$ cat src/rtl/counter_60_pkg.sv
`default_nettype none
// ============================================================================
// counter_60_pkg : shared moduli and widths for timekeeping counter stages
// Revision       : 1.0
// ============================================================================
package counter_60_pkg;

    // Binary seconds/minutes stage
    localparam int TK_MODULO = 60;
    localparam int TK_WIDTH  = 6;

    // Digit moduli for BCD seconds/minutes variants (units, tens)
    localparam int BCD_MOD10 = 10;
    localparam int BCD_MOD6  = 6;

endpackage : counter_60_pkg
`default_nettype wire

$ cat src/rtl/counter_60_mod_n_counter.sv
`default_nettype none
// ============================================================================
// mod_n_counter : generic modulo-N up-counter with terminal-count decode
// Revision      : 1.0
// ============================================================================
module mod_n_counter
    import counter_60_pkg::*;
#(
    parameter int N = TK_MODULO,
    parameter int W = TK_WIDTH
) (
    input  logic         clk,
    input  logic         rstn,
    input  logic         en,
    output logic [W-1:0] q,
    output logic         tc
);

    localparam logic [W-1:0] last_count = W'(N - 1);

    // Using >= folds any out-of-range value (e.g. after an upset) into the wrap
    always_ff @(posedge clk or negedge rstn) begin
        if (!rstn) begin
            q <= '0;
        end else if (en) begin
            if (q >= last_count) begin
                q <= '0;
            end else begin
                q <= q + W'(1);
            end
        end
    end

    assign tc = (q == last_count);

endmodule : mod_n_counter
`default_nettype wire

$ cat src/rtl/counter_60.sv
`default_nettype none
// ============================================================================
// counter_60 : free-running modulo-60 counter, seconds/minutes stage
// Revision   : 1.0
// ============================================================================
module counter_60
    import counter_60_pkg::*;
#(
    parameter int MODULO = TK_MODULO,
    parameter int WIDTH  = TK_WIDTH
) (
    input  logic             clk,
    input  logic             rstn,
    output logic [WIDTH-1:0] nums,
    output logic             cout
);

    mod_n_counter #(
        .N (MODULO),
        .W (WIDTH)
    ) u_counter (
        .clk  (clk),
        .rstn (rstn),
        .en   (1'b1),
        .q    (nums),
        .tc   (cout)
    );

endmodule : counter_60
`default_nettype wire

$ cat config.mk
export PLATFORM = sky130hd
export DESIGN_NAME = counter_60
export DESIGN_NICKNAME = d
export VERILOG_FILES = /design/src/rtl/counter_60_pkg.sv /design/src/rtl/counter_60_mod_n_counter.sv /design/src/rtl/counter_60.sv
export SDC_FILE = /design/constraint.sdc
export NUM_CORES = 1
export LEC_CHECK = 0
export CELL_PAD_IN_SITES_DETAIL_PLACEMENT = 0
export CELL_PAD_IN_SITES_GLOBAL_PLACEMENT = 2
export CORE_AREA = 5 5 42 44
export CTS_CLUSTER_SIZE = 25
export DETAILED_ROUTE_END_ITERATION = 8
export DIE_AREA = 0 0 47 49
export HOLD_SLACK_MARGIN = 0.05
export PLACE_DENSITY = 0.73
export SYNTH_ARGS = -nofsm -noshare
export SYNTH_HDL_FRONTEND = slang
export SYNTH_HIERARCHICAL = 1
export SYNTH_SLANG_ARGS = --single-unit
$ cat constraint.sdc
create_clock -name clk -period 1.75 [get_ports clk]
set_input_delay 0.525 -clock clk [delete_from_list [all_inputs] [get_ports clk]]
set_output_delay 0.525 -clock clk [all_outputs]
set_load 0.02 [all_outputs]
==> metrics <==
WL final=834 um; CP arrival=1.16 ns; Seq cells post-synth=6; share of cells above drive strength 1=30.0%; Largest register FFs=6; die height=49 um; FF-to-FF setup slack=0.39 ns; Reg2Reg Depth=5; unrepaired setup endpoints after global routing=no; Netlist cell types=23; Design Area, Final=492 um2; Clock Skews=0.00364 ns; yosys warns=6; Placer Congestion=0.700; WP data required=1.22 ns; Routed WL per cell=12.6 um; hold_buf cts=0; root buffer cell=clkbuf_4; number of max-cap violations=0; core region area=1400 um2; final hold vios=0; most flop-heavy register=u_counter/q; area grow syn2layout=52.9%; number of routed nets with antenna violations=0; largest net degree at the start of global routing=11; CTS H-tree depth=1; vias in the first global route=307; crit-path max cell delay=0.38 ns; placed cell areas=477 um2; Clock Latency Late Sink=0.24 ns; antenna cells=0; Reg clk slew, reported paths=0.05 ns; most common cell after layout, fill and taps aside=buf_4; min Tclk post-route=1.69 ns; Filler cells=157; post-synth design cell area=322 um2; die area=2300 um2; DR pass1 iterations=4; I/O Buffers=8; CTS Buf Count=3; DRC=0; Nets=55; Largest regs=u_counter/q (6); CP max FO=3; sequential area share after synthesis=46.7%; row count=14; Die W=47 um; final-report max-slew violation count=0; Lkg Pwr=0.245 nW; Post-CTS Setup Bufs=0; Worst setup EP type=primary output; CTS Sinks=6; DR vias/cell=4.70; via count=310; crit-path cells=and3_4, and3b_2, buf_2; DR iter-0 viols=4; fin crit share=96.5%; hold crit path type=in2async; Starting Density=22.9%; Pwr Total=0.000752 W; CP Launch Type=flip-flop; status=completed; first-pass GRT wire length=1270 um; most frequent cells in the layout=buf_4, dlygate4sd2_1, dfrtp_1; Gate Count Post-Synth=31; CP max stage cell=dfrtp_1; final setup violation count=0; syn avg cell area=10.4 um2; HPWL Detailed=589 um; fmax=0.592 GHz; Max VDD drop=0.486 mV; setup TNS=0 ns; antenna violations before repair=0; CTS tree=built; Setup Crit Path Kind=reg2out; total congestion overflow=0; # IOs=9; Total GRT Usage=8.07%; CTS Buffer Depth=2; pwr dens=1530 nW/um2
-- final cells by class --
type | count | area, um2 | share of cell area (%)
clock buffer | 3 | 22.5 | 4.58
timing repair buffer | 15 | 120 | 24.4
tap | 16 | 20.0 | 4.07
inverter | 1 | 3.75 | 0.763
sequential | 6 | 150 | 30.5
multi-input combinational | 25 | 175 | 35.6
-- synthesized netlist by cell type (all sizes together) --
| library cell | n | area, um2 |
|---|---|---|
| inv | 1 | 3.75 |
| a41oi | 1 | 8.76 |
| and3 | 2 | 13.8 |
| buf | 1 | 5.00 |
| o21ai | 4 | 20.0 |
| conb | 1 | 3.75 |
| nand4 | 1 | 6.26 |
| nand2b | 1 | 6.26 |
| o2bb2ai | 1 | 8.76 |
| nand3b | 1 | 7.51 |
| ha | 1 | 12.5 |
| o211ai | 1 | 7.51 |
| and3b | 1 | 10.0 |
| a22o | 1 | 8.76 |
| dfrtp | 6 | 150 |
| a21oi | 2 | 10.0 |
| o22ai | 1 | 6.26 |
| o2111a | 1 | 12.5 |
| nand2 | 1 | 3.75 |
| nor2b | 1 | 6.26 |
| mux2i | 1 | 10.0 |
-- repair_timing --
action / in CTS / in global routing
resized for setup: 10 / 1
pin swaps: 0 / 0
endpoints found under the setup margin: 7 / 1
-- per-layer routing --
metal | share of wire, % | track usage [%] | wire length [um] | vias up
met5 | 0 | 0 | 0 | -
met4 | 0.72 | 5.53 | 6 | 0
met3 | 7.6 | 4.80 | 63 | 2
li1 | - | - | - | 156
met2 | 48 | 11.3 | 397 | 7
met1 | 44 | 8.71 | 366 | 145
-- through the flow --
stage,std cells,hold WS [ns],util (%),setup WS [ns]
2_1_floorplan,33,0.229,-,0.207
3_3_place_gp,63,0.554,34.0,-0.0666
3_5_place_dp,63,0.570,34.0,-0.0833
4_1_cts,66,0.536,34.7,0.0478
5_1_grt,66,0.544,35.1,0.00779
6_report,66,0.540,35.1,0.0615
-- cell families (layout without fill, tap and decap cells) --
| group | count (synthesis) | in the layout | share of synthesized area, % |
|---|---|---|---|
| flops | 6 | 6 | 46.7 |
| fa+ha+maj | 1 | 1 | 3.89 |
| other cells | 1 | 3 | 1.17 |
| buf+inv | 2 | 19 | 2.72 |
| compound gates | 12 | 12 | 25.7 |
| simple gates | 8 | 8 | 16.7 |
| mux | 1 | 1 | 3.11 |
-- critical path: cells and delay by family (launching register included) --
family                 cells  cell delay [ns]
and+or+nand+nor            2             0.39
buffers and inverters      1             0.15
DFF                        1             0.38
-- path summary, 6_finish.rpt --
| check | from | to |
|---|---|---|
| max in group asynchronous | rstn | u_counter/q[3]$_DFFE_PN0P_ |
| max | u_counter/q[5]$_DFFE_PN0P_ | cout |
| min reg2reg | u_counter/q[0]$_DFFE_PN0P_ | u_counter/q[0]$_DFFE_PN0P_ |
| min | rstn | u_counter/q[5]$_DFFE_PN0P_ |
| max reg2reg | u_counter/q[0]$_DFFE_PN0P_ | u_counter/q[0]$_DFFE_PN0P_ |
| min in group clk | u_counter/q[0]$_DFFE_PN0P_ | u_counter/q[0]$_DFFE_PN0P_ |
-- power by group --
group,switching [W],total [W],internal (W)
combinational,0.000217,0.000400,0.000184
clock,0.0000508,0.000128,0.0000776
sequential,0.0000299,0.000223,0.000193
(Power assumes the default switching activity.)
